--- config.mk ---
export PLATFORM = sky130hd
export DESIGN_NAME = clock_divider_bank
export DESIGN_NICKNAME = d
export VERILOG_FILES = /design/src/rtl/clock_divider_bank.sv
export SDC_FILE = /design/constraint.sdc
export NUM_CORES = 1
export LEC_CHECK = 0
export BUFFER_PORTS_ARGS = -buffer_cell sky130_fd_sc_hd__buf_2
export CAP_MARGIN = 25
export CORE_MARGIN = 10
export CORE_UTILIZATION = 57
export DETAILED_ROUTE_END_ITERATION = 6
export HOLD_SLACK_MARGIN = 0.08
export PLACE_DENSITY = 0.83
export SLEW_MARGIN = 5
export SYNTH_ARGS = -nofsm -noshare
export SYNTH_HDL_FRONTEND = slang
export SYNTH_SLANG_ARGS = --single-unit
--- constraint.sdc ---
create_clock -name clk -period 5.9 [get_ports clk]
set_input_delay 1.18 -clock clk [delete_from_list [all_inputs] [get_ports clk]]
set_output_delay 1.18 -clock clk [all_outputs]
set_load 0.1 [all_outputs]
--- src/rtl/clock_divider_bank.sv ---
// Bank of independent programmable dividers producing a one-cycle tick and a 50%-duty
// square wave per channel; divisor changes are staged and applied only at terminal count.

module clock_divider_channel_checker (
    input logic clk,
    input logic reset,
    input logic tick,
    input logic clk_out,
    input logic cnt_zero
);

    // A tick is only produced by a terminal count, which always leaves the counter at zero.
    a_tick_cnt_zero: assert property (@(posedge clk) tick |-> cnt_zero);

    // Outside reset, the square wave can only move together with a tick.
    a_clk_edge_has_tick: assert property (@(posedge clk)
        (!reset && !$past(reset) && (clk_out != $past(clk_out))) |-> tick);

endmodule

module clock_divider_channel #(
    parameter int WIDTH       = 32,
    parameter int DEFAULT_DIV = 2
) (
    input  logic             clk,
    input  logic             reset,
    input  logic             en,
    input  logic             wr_sel,
    input  logic [WIDTH-1:0] wr_div,
    output logic             pending,
    output logic             tick,
    output logic             clk_out
);

    localparam logic [WIDTH-1:0] RESET_DIV = WIDTH'(DEFAULT_DIV);
    localparam logic [WIDTH-1:0] ONE       = WIDTH'(1);
    localparam logic [WIDTH-1:0] ZERO      = WIDTH'(0);

    logic [WIDTH-1:0] cnt_r;
    logic [WIDTH-1:0] d_act_r;
    logic [WIDTH-1:0] d_stg_r;
    logic             pend_r;
    logic             tick_r;
    logic             clk_out_r;
    logic [WIDTH-1:0] d_eff_s;
    logic             tc_s;

    // Effective divisor and terminal count; >= lets an oversized count wrap after a shrink.
    always_comb begin
        d_eff_s = ONE;
        tc_s    = 1'b0;
        if (d_act_r == ZERO) begin
            d_eff_s = ONE;
        end else begin
            d_eff_s = d_act_r;
        end
        if (en) begin
            tc_s = (cnt_r >= (d_eff_s - ONE));
        end else begin
            tc_s = 1'b0;
        end
    end

    // Counter, divisor staging/apply and registered outputs.
    always_ff @(posedge clk) begin
        if (reset) begin
            cnt_r     <= ZERO;
            d_act_r   <= RESET_DIV;
            d_stg_r   <= RESET_DIV;
            pend_r    <= 1'b0;
            tick_r    <= 1'b0;
            clk_out_r <= 1'b0;
        end else begin
            if (en) begin
                if (tc_s) begin
                    cnt_r     <= ZERO;
                    clk_out_r <= ~clk_out_r;
                    tick_r    <= 1'b1;
                    if (pend_r) begin
                        d_act_r <= d_stg_r;
                        pend_r  <= 1'b0;
                    end
                end else begin
                    cnt_r  <= cnt_r + ONE;
                    tick_r <= 1'b0;
                end
            end else begin
                tick_r <= 1'b0;
                // An idle channel has no period to protect, so apply at once and restart.
                if (pend_r) begin
                    d_act_r <= d_stg_r;
                    pend_r  <= 1'b0;
                    cnt_r   <= ZERO;
                end
            end
            // A write lands after any apply above, so a same-cycle write stays staged.
            if (wr_sel) begin
                d_stg_r <= wr_div;
                pend_r  <= 1'b1;
            end
        end
    end

    assign pending = pend_r;
    assign tick    = tick_r;
    assign clk_out = clk_out_r;

    clock_divider_channel_checker u_chk (
        .clk      (clk),
        .reset    (reset),
        .tick     (tick_r),
        .clk_out  (clk_out_r),
        .cnt_zero (cnt_r == ZERO)
    );

endmodule

module clock_divider_bank #(
    parameter  int NUM_CH      = 4,
    parameter  int WIDTH       = 32,
    parameter  int DEFAULT_DIV = 2,
    localparam int CH_W        = (NUM_CH > 1) ? $clog2(NUM_CH) : 1
) (
    input  logic              clk,
    input  logic              reset,
    input  logic [NUM_CH-1:0] en,
    input  logic              wr_en,
    input  logic [CH_W-1:0]   wr_ch,
    input  logic [WIDTH-1:0]  wr_div,
    output logic [NUM_CH-1:0] pending,
    output logic [NUM_CH-1:0] tick,
    output logic [NUM_CH-1:0] clk_out
);

    logic [NUM_CH-1:0] wr_sel_s;

    // Write decode; channel numbers beyond the bank match no slot and are dropped.
    always_comb begin
        wr_sel_s = {NUM_CH{1'b0}};
        for (int i = 0; i < NUM_CH; i++) begin
            if (wr_en && (wr_ch == CH_W'(i))) begin
                wr_sel_s[i] = 1'b1;
            end else begin
                wr_sel_s[i] = 1'b0;
            end
        end
    end

    for (genvar g = 0; g < NUM_CH; g++) begin : g_ch
        clock_divider_channel #(
            .WIDTH       (WIDTH),
            .DEFAULT_DIV (DEFAULT_DIV)
        ) u_ch (
            .clk     (clk),
            .reset   (reset),
            .en      (en[g]),
            .wr_sel  (wr_sel_s[g]),
            .wr_div  (wr_div),
            .pending (pending[g]),
            .tick    (tick[g]),
            .clk_out (clk_out[g])
        );
    end

endmodule

==> flow_summary.toml, run 1 <==
[logic_synthesis]
synth_xor_area_frac = 0.07292
synthFlopType = "dfxtp_1"
yosysSeqAreaShare = 0.3882
ys_seq_elements = 396
synthAdderAreaFrac = 0.08333
synth_compound_area_frac = 0.1025
synth_top_family_by_area = "simple AND/OR/NAND/NOR gates"
synth_nets = 2650
yosysUniqueCellTypes = 63
ys_async_sr_fraction = 0
muxShareOfSynthArea = 0.06471
synth-warning-count = 0
synth-simple-area-share = 0.2594
synth_edf_count = 0
avgSynthCellArea_sq_um = 8.257
syn_inst = 2473
netlist_area_sq_um = 20420

[floorplanning]
io_pins = 53
start_util = 0.5755
die_x_microns = 209.3
die_area_sq_um = 43790
die_y_microns = 209.3
rows = 69
coreArea_sq_um = 35480

[final_layout]
seqCellArea_sq_um = 7929
multiInputGateArea_sq_um = 12030
area_delta_synth_final_pct = 11.68
fin_area_sq_um = 22810
fillers = 2751
insertedDiodeCount = 0
layout-drive-gt1-share = 0.08343
fin_nets = 2675
layoutNonFillerInstCount = 2990

[power]
total_leakage_power_nw = 9.596
peakVddDrop_uv = 268.6
power_per_cell_area_nw_per_um2 = 270.2

[sta]
finalHoldViolations = 0
final-max-slew-violation-count = 0
fin_crit_sh = 0.9920
tightest_slew_ns = 0.9018
skew_ns = 0.01206
finalCriticalPeriod_ns = 5.853
setup_violations = 0
timing.final.ws_setup_ns = 0.04741
slew_headroom = 0.3988
max_freq_mhz = 170.9

[detailed_routing]
ant_nets = 0
drt-total-wl_mm = 53.12
wl_met1_mm = 22.59
drt_pass1_iterations = 5
first_iter_violations = 1459
wl_met3_mm = 3.540
wl_met2_mm = 24.46
wl_per_cell_microns = 17.76
vias_per_cell = 6.006
drcViolationCount = 0
top_layer = "met4"
vias = 17960

[critical_path]
critPathLaunchType = "register"
worstSetupEndpointType = "register"
critical_path_peak_fanout = 8
worstPathArrival_ns = 6.27
required_ns = 6.32
worstSetupPathType = "register to register"

[placed_design]
dp_cells = 2907
dp_slack_ns = -0.06900
gp_congestion = 0.8751
io_buffers = 52
place_area_sq_um = 21160
hpwl_mm = 36.63

[global_route]
antenna_found_initial = 0
grt_max_degree = 127
gr-total-overflow = 0
grt_pass1_wl_mm = 86.16
grt_pass1_vias = 17410
grt.total_usage = 0.2317

[clock_tree]
clock_sinks = 396
cts_buffers = 41
root_buffer = "clkbuf_16"
htree_levels = 2
path_clk_slew_ns = 0.07
clk_path_buf_depth = 3
holdBufCountCts = 0
cts_tree = "yes"
clk_latency_ns = 0.56

[run_status]
status = "finished, final reports clean"

[flow_run]
cap_violations = 0

[min_path]
min_path_type = "register to register"
## sequential cells by signal (all words and copies together), names as in the netlist
signal and flops:
g_ch.u_ch.d_stg_r 128, g_ch.u_ch.clk_out 4, g_ch.u_ch.tick 4, g_ch.u_ch.pending 4, g_ch.u_ch.d_act_r 128, g_ch.u_ch.cnt_r 128
## kinds of logic after synthesis
kind of cell | after synthesis
XOR/XNOR | 170
multiplexers | 132
AND/OR/NAND/NOR | 1133
flip-flops | 396
adder cells (fa/ha/maj) | 136
AO/OA/AOI/OAI | 364
buffers and inverters | 142
## cells in the mapped netlist, types with 4 or more instances
cell type  count  area (sq um)
nand2_1      413          1550
dfxtp_1      396          7928
nor2_1       302          1134
a21oi_1      214          1071
ha_1         136          1702
mux2i_1      132          1321
xnor2_1       91         797.0
nand3_1       85         425.4
clkbuf_1      82         307.8
xor2_1        79         691.9
nor3_1        63         315.3
o21ai_0       62         310.3
nand4_1       46         287.8
nor4_1        36         225.2
or3_1         35         219.0
and3_1        34         212.7
inv_1         33         123.9
and4_1        21         183.9
or4_1         18         135.1
nand2b_1      13         81.33
a221o_1       12         120.1
buf_4         12         90.09
nand3b_1      12         90.09
or2_2         12         75.07
a31oi_1       10         62.56
and2_1        10         62.56
buf_2         10         50.05
o21a_1         8         60.06
o21ai_1        7         35.03
o311ai_0       7         61.31
a22o_1         6         52.55
nor3b_1        6         45.04
a221oi_1       5         43.79
a22oi_1        5         37.54
buf_1          5         18.77
o21bai_1       5         37.54
nor2b_1        4         25.02
or4_4          4         45.04
## power by group
group | switching (mW) | internal [mW] | leakage (nW) | total [mW]
Sequential | 0.0386 | 2.72 | 3.20 | 2.76
Clock | 1.12 | 1.72 | 0.722 | 2.84
Combinational | 0.389 | 0.170 | 5.67 | 0.559
Total | 1.55 | 4.61 | 9.60 | 6.16
## worst max-delay path, stage by stage (launching register included)
cell,delay (ns)
dfxtp_2,0.35
or3_4,0.40
or3_4,0.35
or4_4,0.55
or4_4,0.52
nor2b_2,0.20
ha_2,0.20
nor3b_1,0.19
nand2b_1,0.18
nor3_1,0.11
nand2b_1,0.25
nor2_4,0.08
nand3b_1,0.12
xor2_1,0.17
ha_1,0.29
and4_1,0.22
a221oi_2,0.30
nand4_1,0.17
buf_6,0.17
o21ai_4,0.31
clkbuf_16,0.24
mux2i_1,0.26
nor2_1,0.07
## metrics by stage
step	TNS, ns	utilization	hold slack, ns	power [mW]
3_3_place_gp	0	0.5948	0.4403	3.336
4_1_cts	0	0.6378	0.4542	6.165
6_report	0	0.6427	0.4560	6.163
2_1_floorplan	0	-	0.4357	3.197
5_1_grt	-1.065	0.6427	0.4691	6.338
3_5_place_dp	-0.4467	0.5962	0.4456	3.357
## repair_timing
action | 4_1_cts | 5_1_grt
gates cloned | 0 | 3
endpoints found under the setup margin | 13 | 129
gates resized for setup | 2 | 17
setup buffers | 0 | 3
pin swaps | 0 | 7
## placed cells by master (no fill, tap or decap), types with 5 or more instances in the layout
cell type / count
o311ai_0: 5
o21ai_0: 62
or4_1: 18
nor3_1: 61
nand4_1: 46
ha_1: 135
xor2_1: 79
nand3_1: 85
nor3_2: 5
nand2_1: 413
buf_2: 51
clkinv_2: 8
a22oi_1: 5
and4_1: 21
a21oi_1: 213
bufinv_16: 7
xnor2_1: 91
a221o_1: 12
a22o_1: 6
buf_4: 27
nand2b_1: 13
and2_1: 10
and3_1: 34
o21a_1: 8
nor4_1: 34
dfxtp_1: 395
a31oi_1: 10
nand3b_1: 12
mux2i_1: 132
clkbuf_16: 45
inv_1: 33
clkbuf_8: 7
nor2_1: 300
or3_1: 32
or2_2: 12
## final timing paths
kind,start,endpoint,slack (ns),cells after the start
setup / recovery,g_ch[3].u_ch.d_act_r[8]$_SDFFE_PP0P_,g_ch[3].u_ch.d_act_r[16]$_SDFFE_PP0P_,0.05,22
hold / removal,g_ch[1].u_ch.d_stg_r[11]$_SDFFE_PP0P_,g_ch[1].u_ch.d_stg_r[11]$_SDFFE_PP0P_,0.46,2
setup reg to reg,g_ch[3].u_ch.d_act_r[8]$_SDFFE_PP0P_,g_ch[3].u_ch.d_act_r[16]$_SDFFE_PP0P_,0.05,22
hold reg to reg,g_ch[1].u_ch.d_stg_r[11]$_SDFFE_PP0P_,g_ch[1].u_ch.d_stg_r[11]$_SDFFE_PP0P_,0.46,2
## routing by layer
metal / GRT usage / vias up
met5: 0 / -
met4: 0.1087 / 0
met3: 0.03311 / 164
met2: 0.3827 / 677
met1: 0.2929 / 8441
li1: - / 8677
## area by class of cell
cell class / count / area share
Clock inverter: 21 / 0.01311
Timing Repair Buffer: 91 / 0.02941
Inverter: 33 / 0.005432
Clock buffer: 53 / 0.05146
Sequential cell: 396 / 0.3477
Tap cell: 461 / 0.02529
Multi-Input combinational cell: 1935 / 0.5276
No activity file was read; power rests on OpenSTA's default activity.
==> run 2, diff against run 1 <==
CORE_ASPECT_RATIO = 0.8   (was not set)
MAX_ROUTING_LAYER = met4   (was not set)
==> flow_summary.toml, run 2 (synthesis results as in run 1) <==
[clock_tree]
path_clk_slew_ns = 0.06
clk_path_buf_depth = 3
holdBufCountCts = 0
clock_sinks = 396
cts_tree = "yes"
cts_buffers = 38
htree_levels = 2
clk_latency_ns = 0.55
root_buffer = "clkbuf_16"

[detailed_routing]
drt_pass1_iterations = 5
drt-total-wl_mm = 52.31
vias = 18050
wl_per_cell_microns = 17.44
first_iter_violations = 1601
drcViolationCount = 0
ant_nets = 0
vias_per_cell = 6.018

[sta]
slew_headroom = 0.3804
tightest_slew_ns = 0.9294
finalHoldViolations = 0
fin_crit_sh = 0.9859
max_freq_mhz = 171.9
finalCriticalPeriod_ns = 5.817
final-max-slew-violation-count = 0
setup_violations = 0
skew_ns = 0.009490
timing.final.ws_setup_ns = 0.08324

[floorplanning]
rows = 61
io_pins = 53
die_area_sq_um = 43840
die_x_microns = 231.6
coreArea_sq_um = 35030
start_util = 0.5829
die_y_microns = 189.3

[final_layout]
fillers = 2787
fin_nets = 2678
reg_top3 = "g_ch.u_ch.cnt_r x128, g_ch.u_ch.d_act_r x128, g_ch.u_ch.d_stg_r x128"
final_common_cell = "nand2_1"
area_delta_synth_final_pct = 11.40
layout_common_cells = "413 x nand2_1, 394 x dfxtp_1, 300 x nor2_1"
utilization = 0.6493
layout-drive-gt1-share = 0.08432

[critical_path]
worst_r2r_path_depth = 22
worstPathArrival_ns = 6.22
r2r-start = "g_ch[3].u_ch.d_act_r[8]$_SDFFE_PP0P_"
endpoint = "g_ch[3].u_ch.d_act_r[9]$_SDFFE_PP0P_"
crit_family = "simple AND/OR/NAND/NOR gates"
max_stage_delay_ns = 0.56
worstSetupEndpointType = "register"
crit_chain = "or3_4, or3_4, or4_4, or4_4, nor2b_2, ha_2, nor3b_1, nand2b_1, nor3_1, nand2b_1, nor2_2, nand3b_1, xor2_1, ha_1, and4_1, a221oi_2, nand4_1, buf_6, o21ai_4, clkbuf_16, mux2i_4, nor2_1"
worst-path-stages = 22
timing.rr.end = "g_ch[3].u_ch.d_act_r[9]$_SDFFE_PP0P_"
cp-startpoint = "g_ch[3].u_ch.d_act_r[8]$_SDFFE_PP0P_"
worstSetupPathType = "register to register"
reg2reg_setup_slack_ns = 0.08
worst-path-buf-inv = 2
slowest_stage = "or4_4"
critPathLaunchType = "register"
required_ns = 6.30
critical_path_peak_fanout = 8

[power]
power_per_cell_area_nw_per_um2 = 257.9
p_total_mw = 5.867
peakVddDrop_uv = 174.2
total_leakage_power_nw = 9.539

[flow_run]
cap_violations = 0

[placed_design]
dp_slack_ns = -0.1680
gp_congestion = 0.8845
io_buffers = 52
hpwl_mm = 36.29

[global_route]
antenna_found_initial = 1
grt.total_usage = 0.2300
gr-total-overflow = 0
grt_max_degree = 133
grt_pass1_wl_mm = 82.54
grt_pass1_vias = 17010

[run_status]
status = "finished, final reports clean"

[min_path]
min_path_type = "register to register"
## run 2: tightest hold or removal path, cell delays in order (launching register included)
cell and delay, ns:
dfxtp_1 0.30, nand2_1 0.05, a21oi_1 0.05
## run 2: power breakdown
group / internal [mW] / switching (mW)
sequential: 2.72 / 0.0385
clock: 1.47 / 1.06
combinational: 0.176 / 0.399
total: 4.37 / 1.49
## run 2: area by class of cell
type / count / area, sq um / share of cell area
Inverter: 33 / 123.9 / 0.005446
Clock inverter: 9 / 100.1 / 0.004400
Timing Repair Buffer: 97 / 739.5 / 0.03251
Antenna cell: 1 / 2.502 / 0.0001100
Multi-Input combinational cell: 1935 / 12080 / 0.5310
Sequential cell: 396 / 7930 / 0.3486
Clock buffer: 56 / 1182 / 0.05198
Tap cell: 472 / 590.6 / 0.02596
## run 2: worst min-delay path by stage
stage                                          startpoint                                     to  slack, ns  cells after the start
finish              g_ch[0].u_ch.d_stg_r[15]$_SDFFE_PP0P_  g_ch[0].u_ch.d_stg_r[15]$_SDFFE_PP0P_       0.45                      2
global route        g_ch[3].u_ch.d_stg_r[30]$_SDFFE_PP0P_  g_ch[3].u_ch.d_stg_r[30]$_SDFFE_PP0P_       0.47                      2
CTS                 g_ch[3].u_ch.d_stg_r[21]$_SDFFE_PP0P_  g_ch[3].u_ch.d_stg_r[21]$_SDFFE_PP0P_       0.45                      2
detailed placement   g_ch[1].u_ch.d_stg_r[9]$_SDFFE_PP0P_   g_ch[1].u_ch.d_stg_r[9]$_SDFFE_PP0P_       0.45                      2
global placement    g_ch[3].u_ch.d_stg_r[21]$_SDFFE_PP0P_  g_ch[3].u_ch.d_stg_r[21]$_SDFFE_PP0P_       0.44                      2
floorplan            g_ch[0].u_ch.d_stg_r[0]$_SDFFE_PP0P_   g_ch[0].u_ch.d_stg_r[0]$_SDFFE_PP0P_       0.44                      2
## run 2: layer usage
metal,share of wire,vias up,global-route usage
li1,-,8701,-
met1,0.44,8674,0.2962
met2,0.46,563,0.3676
met3,0.077,109,0.04139
met4,0.022,0,0.05772
met5,0,-,-
## run 2: stage by stage
step                      cell area, sq um  setup TNS [ns]  instances  hold WS [ns]
after floorplan                      20420               0       2473        0.4357
after global placement               21110               0       2914        0.4416
after detailed placement             21180          -1.815       2919        0.4465
after CTS                            22470               0       2984        0.4542
after global routing                 22750          -4.127       2999        0.4730
final                                22750               0       2999        0.4536
## run 2: what timing repair did
item,CTS,global route
setup buffers,0,7
cloned,0,4
resized for setup,2,24
endpoints found under the hold margin,0,0
pin swaps,0,8
setup endpoints to repair,13,151
